File: src/rtl/seg_pkg.sv
// Shared seven-segment definitions: bit positions, all-off/all-on masks and
// the active-high hex font used by every display block.
package seg_pkg;

   localparam int SEG_A  = 0;
   localparam int SEG_B  = 1;
   localparam int SEG_C  = 2;
   localparam int SEG_D  = 3;
   localparam int SEG_E  = 4;
   localparam int SEG_F  = 5;
   localparam int SEG_G  = 6;
   localparam int SEG_DP = 7;

   localparam logic [7:0] SEG_OFF = 8'h00;
   localparam logic [7:0] SEG_ALL = 8'hFF;

   // {g,f,e,d,c,b,a}, lit = 1
   function automatic logic [6:0] hex_font(input logic [3:0] v);
      logic [6:0] s;
      case (v)
         4'h0: s = 7'h3F;
         4'h1: s = 7'h06;
         4'h2: s = 7'h5B;
         4'h3: s = 7'h4F;
         4'h4: s = 7'h66;
         4'h5: s = 7'h6D;
         4'h6: s = 7'h7D;
         4'h7: s = 7'h07;
         4'h8: s = 7'h7F;
         4'h9: s = 7'h6F;
         4'hA: s = 7'h77;
         4'hB: s = 7'h7C;
         4'hC: s = 7'h39;
         4'hD: s = 7'h5E;
         4'hE: s = 7'h79;
         default: s = 7'h71;
      endcase
      return s;
   endfunction

endpackage

File: src/rtl/seg_hex_font.sv
// Combinational hex-to-seven-segment decoder, active-high, no decimal point.
module seg_hex_font
   import seg_pkg::*;
(
   input  logic [3:0] hex,
   output logic [6:0] seg
);

   assign seg = hex_font(hex);

endmodule

File: src/rtl/seg_scan_multi.sv
// Multiplexed NUM_DIGITS hex display scanner with frame-synchronous input
// snapshot, per-digit dp/blank/blink, leading-zero suppression and PWM dimming.
module seg_scan_multi
   import seg_pkg::*;
#(
   parameter int NUM_DIGITS     = 8,
   parameter int SCAN_DIV       = 500,
   parameter int BLINK_FRAMES   = 250,
   parameter int SEG_ACTIVE_LOW = 1,
   parameter int SEL_ACTIVE_LOW = 1
) (
   input  logic                    clk,
   input  logic                    rst,
   input  logic [4*NUM_DIGITS-1:0] digits_in,
   input  logic [NUM_DIGITS-1:0]   dp_in,
   input  logic [NUM_DIGITS-1:0]   blank_in,
   input  logic [NUM_DIGITS-1:0]   blink_in,
   input  logic                    lz_en,
   input  logic [3:0]              brightness,
   output logic [7:0]              seg_data,
   output logic [NUM_DIGITS-1:0]   seg_sel,
   output logic                    frame_start
);

   localparam int PW   = $clog2(SCAN_DIV);
   localparam int IW   = (NUM_DIGITS > 1) ? $clog2(NUM_DIGITS) : 1;
   localparam int FW   = (BLINK_FRAMES > 1) ? $clog2(BLINK_FRAMES) : 1;
   localparam int STEP = SCAN_DIV / 16;

   localparam logic [7:0]            SEG_INV = (SEG_ACTIVE_LOW != 0) ? SEG_ALL : SEG_OFF;
   localparam logic [NUM_DIGITS-1:0] SEL_INV = (SEL_ACTIVE_LOW != 0) ? '1 : '0;

   logic [PW-1:0] pre;
   logic [IW-1:0] idx;
   logic [FW-1:0] frame_cnt;
   logic          blink_phase;
   logic          primed;

   logic [NUM_DIGITS-1:0][3:0] sh_dig;
   logic [NUM_DIGITS-1:0]      sh_dp, sh_blank, sh_blink;
   logic                       sh_lz;
   logic [3:0]                 sh_bri;

   logic                  pre_wrap, idx_last, load, lit, dark;
   logic [PW:0]           lit_lim;
   logic [NUM_DIGITS-1:0] supp;
   logic [6:0]            glyph;
   logic [7:0]            seg_nxt;
   logic [NUM_DIGITS-1:0] sel_nxt;

   assign pre_wrap = (pre == PW'(SCAN_DIV - 1));
   assign idx_last = (idx == IW'(NUM_DIGITS - 1));
   assign load     = (pre_wrap && idx_last) || !primed;

   // Lit window is the first (brightness+1)/16 of each digit slot.
   assign lit_lim = (PW+1)'((32'(sh_bri) + 32'd1) * 32'(STEP));
   assign lit     = ({1'b0, pre} < lit_lim);

   // Suppression runs from the top digit down and stops at the first
   // non-zero value or set decimal point; digit 0 always shows.
   always_comb begin
      logic run;
      run  = sh_lz;
      supp = '0;
      for (int i = NUM_DIGITS - 1; i >= 1; i--) begin
         run     = run && (sh_dig[i] == 4'h0) && !sh_dp[i];
         supp[i] = run;
      end
   end

   seg_hex_font u_font (
      .hex (sh_dig[idx]),
      .seg (glyph)
   );

   assign dark = sh_blank[idx] || (sh_blink[idx] && blink_phase) || supp[idx];

   always_comb begin
      seg_nxt = SEG_OFF;
      sel_nxt = '0;
      if (lit) begin
         sel_nxt[idx] = 1'b1;
         if (!dark) seg_nxt = {sh_dp[idx], glyph};
      end
   end

   always_ff @(posedge clk) begin
      if (rst) begin
         pre         <= '0;
         idx         <= '0;
         frame_cnt   <= '0;
         blink_phase <= 1'b0;
         primed      <= 1'b0;
         frame_start <= 1'b0;
         sh_dig      <= '0;
         sh_dp       <= '0;
         sh_blank    <= '0;
         sh_blink    <= '0;
         sh_lz       <= 1'b0;
         sh_bri      <= '0;
         seg_sel     <= SEL_INV;
         seg_data    <= SEG_INV;
      end else begin
         pre <= pre_wrap ? '0 : pre + 1'b1;
         if (pre_wrap) idx <= idx_last ? '0 : idx + 1'b1;
         frame_start <= load;
         if (load) begin
            sh_dig   <= digits_in;
            sh_dp    <= dp_in;
            sh_blank <= blank_in;
            sh_blink <= blink_in;
            sh_lz    <= lz_en;
            sh_bri   <= brightness;
            primed   <= 1'b1;
            // The priming load after reset does not count as a frame.
            if (primed) begin
               if (frame_cnt == FW'(BLINK_FRAMES - 1)) begin
                  frame_cnt   <= '0;
                  blink_phase <= ~blink_phase;
               end else begin
                  frame_cnt <= frame_cnt + 1'b1;
               end
            end
         end
         seg_sel  <= sel_nxt ^ SEL_INV;
         seg_data <= seg_nxt ^ SEG_INV;
      end
   end

endmodule

File: config.mk
export PLATFORM = sky130hd
export DESIGN_NAME = seg_scan_multi
export DESIGN_NICKNAME = d
export VERILOG_FILES = /design/src/rtl/seg_pkg.sv /design/src/rtl/seg_hex_font.sv /design/src/rtl/seg_scan_multi.sv
export SDC_FILE = /design/constraint.sdc
export NUM_CORES = 1
export LEC_CHECK = 0
export CORE_MARGIN = 1.5
export CORE_UTILIZATION = 54
export DETAILED_ROUTE_END_ITERATION = 6
export GPL_TIMING_DRIVEN = 0
export MAX_ROUTING_LAYER = met4
export PLACE_DENSITY = 0.8
export SYNTH_ARGS = -nofsm -noshare
export SYNTH_HDL_FRONTEND = slang
export SYNTH_HIERARCHICAL = 1
export SYNTH_SLANG_ARGS = --single-unit
export TNS_END_PERCENT = 5
File: constraint.sdc
create_clock -name clk -period 5.35 [get_ports clk]
set_input_delay 1.07 -clock clk [delete_from_list [all_inputs] [get_ports clk]]
set_output_delay 1.07 -clock clk [all_outputs]
set_load 0.01 [all_outputs]
# == Word-level counts from Yosys, hierarchy flattened ==
# Memory sizes are Yosys's and may differ from the RTL's.
# Cells that the tools add are included.
# word_totals
reg_bits,100
romBits,112
in_bits,63
out_inout_bits,17
elab_cells,91
n_memories,1
# classes
add_sub_neg,4
multipliers,1
magnitude_cmp,3
eq_ne,3
n_mux,17
bitwise,3
reduce_logical,38
# memory_table
name,words,word_bits,read_ports,rd_clocked_by_memory_dff,wr,line,rtl
(no name shown),16,7,1,0,0,seg_pkg.sv:20,case (v)
# op_table
cell,count
8-bit 2-to-1 mux,4
4-bit logical NOT,7
1-bit logical AND,17
8-bit inverter,2
1-bit binary-select mux with 3-bit select,4
4-bit binary-select mux with 3-bit select,1
9-bit by 10-bit less-than comparator with 1-bit output,1
"5-bit by 5-bit multiplier with 10-bit output, second input constant",1
"9-bit by 1-bit adder with 9-bit output, second input constant",1
"9-bit == test, second input constant",1
"8-bit by 1-bit adder with 8-bit output, second input constant",1
"8-bit == test, second input constant",1
1-bit logical NOT,8
"4-bit by 1-bit adder with 5-bit output, second input constant",1
1-bit 2-to-1 mux,5
"3-bit by 4-bit less-than comparator with 1-bit output, second input constant",1
4-bit 2-to-1 mux,1
"3-bit by 1-bit adder with 3-bit output, second input constant",1
1-bit demux with 3-bit select,1
"3-bit == test, second input constant",1
"3-bit by 1-bit greater-or-equal comparator with 1-bit output, second input constant",1
1-bit logical OR,3
3-bit 2-to-1 mux,1
3-bit AND reduction,1
other kinds (3),3

# == Logic depth before layout (Yosys ltp) ==
# logic_depth
ltp_word,21
depth_mapped,23
depth_no_buf,21

# == Hierarchy ==
# Netlist, hierarchy kept.
# modules_own_cells
module,n_inst,cells_each,area_each_um2,seq_area_each_um2
seg_scan_multi,1,566,4795.8,2001.9
seg_hex_font,1,33,287.8,0.0

# == Worst setup path after synthesis ==
# No wires, ideal clock.
# synth_timing
kind,register -> register
from,reg sh_bri[0]
to,reg seg_data[5]
setup_time_ns,0.123
arrival_time_ns,4.441
required_time_ns,5.227
slack_ns,0.787
stages_incl_launch_ff,24
path_buffers,2
synth_period_minus_slack_ns,4.563
path_cell_list,dfxtp_1 > clkbuf_1 > inv_1 > ha_1 > xnor2_1 > xnor2_1 > ha_1 > xnor2_1 > inv_1 > fa_1 > inv_1 > ha_1 > inv_1 > o21bai_1 > a21o_1 > a21oi_1 > xnor2_1 > ha_1 > a21o_1 > a211oi_1 > o21ai_0 > nor4bb_1 > buf_2 > nand3_2
# synth_between
elab_chain_cells,5
# synth_lines
element,line,rtl
start: declaration,seg_scan_multi.sv:42,logic [3:0] sh_bri;
start signal: assignment,seg_scan_multi.sv:113,sh_bri <= brightness;
4-bit by 1-bit adder with 5-bit output,seg_scan_multi.sv:56,assign lit_lim = (PW+1)'((32'(sh_bri) + 32'd1) * 32'(STEP));
5-bit by 5-bit multiplier with 10-bit output,seg_scan_multi.sv:56,
9-bit by 10-bit less-than comparator with 1-bit output,seg_scan_multi.sv:57,"assign lit = ({1'b0, pre} < lit_lim);"
8-bit 2-to-1 mux,seg_scan_multi.sv:81,if (lit) begin
8-bit inverter (no line),n/a,
end signal: assignment,seg_scan_multi.sv:126,seg_data <= seg_nxt ^ SEG_INV;
end: declaration,seg_scan_multi.sv:20,"output logic [7:0] seg_data,"
# No other way between the ends.
# A chain may end at the register's enable or synchronous reset.

# == Worst setup path in the final report ==
# layout_timing
from,reg sh_bri[0]
to,reg seg_data[6]
# Same word-level chain as after synthesis.

==> results.txt <==
- Flops & latches, synth: 100
- Outcome: finished clean
- Die span in y: between 100 and 150 microns
* Syn nets: 696
- Final design utilization: 0.673
- Yosys synthesis warning count: 6
* Post-Syn Area: 5080 sq um
- Count of antenna diodes in the layout: 0
- CP max FO: 8
- The first detailed-routing pass ran for 6 iterations.
* Path type of the worst min-delay path: flop to flop
* Number of maximum-capacitance violations: 0
- At the pin with the least slew margin, the transition time is 0.794 ns.
* Maximum count of clock buffers along a single path: 2
* Setup repair after global routing missed its margin: no
- Post-CTS Hold Buffers: 0
- Number of endpoints failing setup at the final stage: 0
- 80 I/O pins were placed.
- Clock sink total: 100
- Along the worst hold path, the cell count comes to 2.
* Per-cell routed wire length: roughly 15 microns
- STA puts the critical path data required time at 5.61 ns.
- Final critical path time including I/O delays and setup: 4.99 ns
- Initial core utilization: 0.553
- After detailed routing, the total wire length is 12.0 mm.
- Power spread over the standard cell area amounts to ~250 nW/um^2.
- Sequential cell area: ~2000 sq um
- Count of pins over their slew limit: 0
- Final net count: slightly below 800
* Most used flip-flop cell after synthesis: sky130_fd_sc_hd__dfxtp_1
- Final sum of negative setup slack: 0 ns
* Number of standard cells after synthesis: 599
* Worst-path clk slew: 0.10 ns
- Layout cell share with drive strength beyond 1: 0.0750
- Summing all multi-input logic gate instances after layout gives 2830 sq um.
- Based on the critical path, the design can be clocked at up to 0.200 GHz.
- Mean instance size in the synthesized netlist: 8.49 sq um
- For this run, asynchronously set or reset flops after synthesis account for 0.
- The first global-routing pass estimated a little under 20 mm of wire.
* # fillers: 772
* H-tree levels: 3
- The area growth from synthesis to layout is 21.8%.
- Port buffering added 78 buffers.
- Detail Placement HPWL: 9.15 mm
* Worst ir drop on vdd: around 0.14 mV
- Sequential fraction of the synthesis area: 0.394
* Critical Setup Path Class: flop to flop
* Depth of the most critical reg-to-reg path: 23
- Critical path endpoint category: flop
- P_leak: 0.00246 uW
- TritonCTS Buffers: 9
- Share of the clock period used by the worst path: 0.932
- Total vias in the final route: about 4500
- In the global route stage, overall resource usage came out at 0.257.
- For the final database, setup skew stands at approximately 0.015 ns.
* DRT antenna net count: 0
* Detailed Route Iter0 Violations: 272
- The region available for standard cell placement spans between 9000 and 10000 sq um.
* Total count of hold-check failures in the final report: 0
- The number of global-route vias before repair was 4263.
- Number of antenna violations at the first check in global routing: 0
* Number of enable-type register cells in the synthesized netlist: 0
* Maximum number of pins on one net before global-route repair: 18
- Global routing finished with a remaining overflow of 0.
* Worst skew pair latency: 0.38 ns
* Site Rows: 35
- TritonCTS clock tree: built
- Relative slew slack: 0.467
- Data on the critical path arrives at its endpoint at about 5.3 ns.
* Remaining DRCs: 0
- Die W: 100 microns
- Die area: 10000 sq um
* Routed vias/inst: 5.53
* Element type at the critical path start: flop
- Routability-driven placement finished with a final weighted congestion of around 1.
- The tree is rooted in a sky130_fd_sc_hd__clkbuf_8.
* Count of distinct cell types in the synthesized netlist: 59
[metal layers]
layer,vias up,share of wire,GRT usage
met5,-,0,-
met4,0,0.023,0.0953
met3,27,0.058,0.0341
met2,158,0.46,0.408
met1,2052,0.46,0.335
li1,2213,-,-
[power by group]
group          leakage, uW  switching (uW)  total, uW  internal [uW]
registers         0.000822            26.5        805            778
clock network    0.0000766             271        444            173
logic              0.00156             133        280            148
total              0.00246             431       1530           1100
[stage by stage]
step | worst slack (ns) | cells | hold WS [ns] | total power, uW | area [sq um]
final | 0.362 | 804 | 0.459 | 1530 | 6190
after global routing | 0.00804 | 804 | 0.483 | 1600 | 6190
after CTS | 0.224 | 804 | 0.461 | 1530 | 6180
after detailed placement | 0.249 | 788 | 0.449 | 1100 | 6000
after global placement | 0.380 | 788 | 0.436 | 1090 | 6000
after floorplan | 0.787 | 599 | 0.428 | 991 | 5080
[critical path, stage by stage, from the launching register on]
cell and delay (ns):
sky130_fd_sc_hd__dfxtp_1 0.34, sky130_fd_sc_hd__clkbuf_2 0.19, sky130_fd_sc_hd__inv_1 0.07, sky130_fd_sc_hd__ha_1 0.33
sky130_fd_sc_hd__xnor2_1 0.20, sky130_fd_sc_hd__xnor2_1 0.14, sky130_fd_sc_hd__ha_1 0.25, sky130_fd_sc_hd__xnor2_1 0.23
sky130_fd_sc_hd__inv_1 0.08, sky130_fd_sc_hd__fa_1 0.49, sky130_fd_sc_hd__inv_1 0.05, sky130_fd_sc_hd__ha_1 0.26
sky130_fd_sc_hd__inv_1 0.08, sky130_fd_sc_hd__o21bai_1 0.10, sky130_fd_sc_hd__a21o_1 0.21, sky130_fd_sc_hd__a21oi_1 0.18
sky130_fd_sc_hd__xnor2_1 0.15, sky130_fd_sc_hd__ha_1 0.27, sky130_fd_sc_hd__a21o_1 0.17, sky130_fd_sc_hd__a211oi_1 0.20
sky130_fd_sc_hd__o21ai_0 0.20, sky130_fd_sc_hd__nor4bb_1 0.28, sky130_fd_sc_hd__buf_2 0.29, sky130_fd_sc_hd__nand3_2 0.10
[Yosys cell counts, types with 2 or more instances]
master / instances / share of area
sky130_fd_sc_hd__inv_1: 20 / 0.015
sky130_fd_sc_hd__a22oi_1: 3 / 0.0044
sky130_fd_sc_hd__nor4_1: 3 / 0.0037
sky130_fd_sc_hd__clkbuf_8: 2 / 0.0054
sky130_fd_sc_hd__ha_1: 32 / 0.079
sky130_fd_sc_hd__nand3b_1: 3 / 0.0044
sky130_fd_sc_hd__fa_1: 2 / 0.0079
sky130_fd_sc_hd__o21ai_1: 2 / 0.0020
sky130_fd_sc_hd__mux2_2: 5 / 0.011
sky130_fd_sc_hd__nand2b_1: 4 / 0.0049
sky130_fd_sc_hd__xor2_1: 9 / 0.016
sky130_fd_sc_hd__nor2_1: 33 / 0.024
sky130_fd_sc_hd__mux2i_1: 13 / 0.026
sky130_fd_sc_hd__xnor2_1: 18 / 0.031
sky130_fd_sc_hd__buf_2: 9 / 0.0089
sky130_fd_sc_hd__nand3_1: 15 / 0.015
sky130_fd_sc_hd__clkbuf_1: 21 / 0.016
sky130_fd_sc_hd__a21o_1: 4 / 0.0059
sky130_fd_sc_hd__nand2_1: 147 / 0.11
sky130_fd_sc_hd__o21ai_0: 10 / 0.0098
sky130_fd_sc_hd__mux4_1: 2 / 0.010
sky130_fd_sc_hd__nand4_1: 4 / 0.0049
sky130_fd_sc_hd__a221o_1: 2 / 0.0039
sky130_fd_sc_hd__o21a_1: 3 / 0.0044
sky130_fd_sc_hd__o211ai_1: 3 / 0.0044
sky130_fd_sc_hd__a211oi_1: 2 / 0.0030
sky130_fd_sc_hd__dfxtp_1: 100 / 0.39
sky130_fd_sc_hd__nor3_1: 3 / 0.0030
sky130_fd_sc_hd__nand3_2: 7 / 0.014
sky130_fd_sc_hd__mux4_2: 4 / 0.018
sky130_fd_sc_hd__or4_1: 4 / 0.0059
sky130_fd_sc_hd__buf_6: 3 / 0.0066
sky130_fd_sc_hd__nor2b_1: 4 / 0.0049
sky130_fd_sc_hd__or4_4: 2 / 0.0044
sky130_fd_sc_hd__a21oi_1: 73 / 0.072
sky130_fd_sc_hd__and3_1: 4 / 0.0049
sky130_fd_sc_hd__a22o_1: 2 / 0.0034
[repair_timing]
action	4_1_cts	5_1_grt
buffers inserted	0	0
resized for setup	0	3
setup endpoints to repair	0	8
[logic make-up (layout without fill, tap and decap cells)]
family / count (synthesis) / in the layout / synth area share
flops: 100 / 100 / 0.394
buf+inv: 56 / 150 / 0.0519
mux: 24 / 24 / 0.0647
xor+xnor: 28 / 28 / 0.0509
compound gates: 113 / 113 / 0.128
fa+ha+maj: 34 / 34 / 0.0866
simple gates: 244 / 244 / 0.224
[final timing paths]
path	startpoint	end	slack [ns]
worst max-delay path	sh_bri[0]$_SDFFE_PP0P_	seg_data[6]$_SDFF_PP1_	0.36
worst min-delay path	sh_dig[1]$_SDFFE_PP0P_	sh_dig[1]$_SDFFE_PP0P_	0.46
worst max register to register	sh_bri[0]$_SDFFE_PP0P_	seg_data[6]$_SDFF_PP1_	0.36
worst min register to register	sh_dig[1]$_SDFFE_PP0P_	sh_dig[1]$_SDFFE_PP0P_	0.46
[layout make-up]
cell class              instances  share of cell area
flip-flops and latches        100               0.323
inverters                      20              0.0121
clock buffers                  10              0.0206
clock inverters                 6             0.00809
repair buffers                 78               0.126
multi-input cells             443               0.456
plain buffers                  36              0.0307
well taps                     111              0.0224
[layout by cell type, fill, tap and decap left out, types with 5 or more instances in the layout]
cell type / synthesis / layout
sky130_fd_sc_hd__dfxtp_1: 100 / 100
sky130_fd_sc_hd__o21ai_0: 10 / 10
sky130_fd_sc_hd__ha_1: 32 / 32
sky130_fd_sc_hd__nand2_1: 147 / 147
sky130_fd_sc_hd__clkdlybuf4s50_1: 0 / 78
sky130_fd_sc_hd__nor2_1: 33 / 33
sky130_fd_sc_hd__mux2i_1: 13 / 13
sky130_fd_sc_hd__xor2_1: 9 / 8
sky130_fd_sc_hd__a21oi_1: 73 / 73
sky130_fd_sc_hd__inv_1: 20 / 20
sky130_fd_sc_hd__buf_2: 9 / 9
sky130_fd_sc_hd__clkbuf_1: 21 / 21
sky130_fd_sc_hd__mux2_2: 5 / 5
sky130_fd_sc_hd__clkbuf_8: 2 / 11
sky130_fd_sc_hd__nand3_2: 7 / 7
sky130_fd_sc_hd__nand3_1: 15 / 15
sky130_fd_sc_hd__xnor2_1: 18 / 18
[registers in the layout, summed over array words and instances (netlist names)]
| signal | flops |
|---|---|
| blink_phase | 1 |
| sh_blink | 8 |
| pre | 9 |
| sh_dig | 32 |
| primed | 1 |
| sh_bri | 4 |
| sh_blank | 8 |
| seg_sel | 8 |
| seg_data | 8 |
| sh_lz | 1 |
| idx | 3 |
| frame_start | 1 |
| frame_cnt | 8 |
| sh_dp | 8 |
Note: power is estimated with default switching activity, not from simulation.
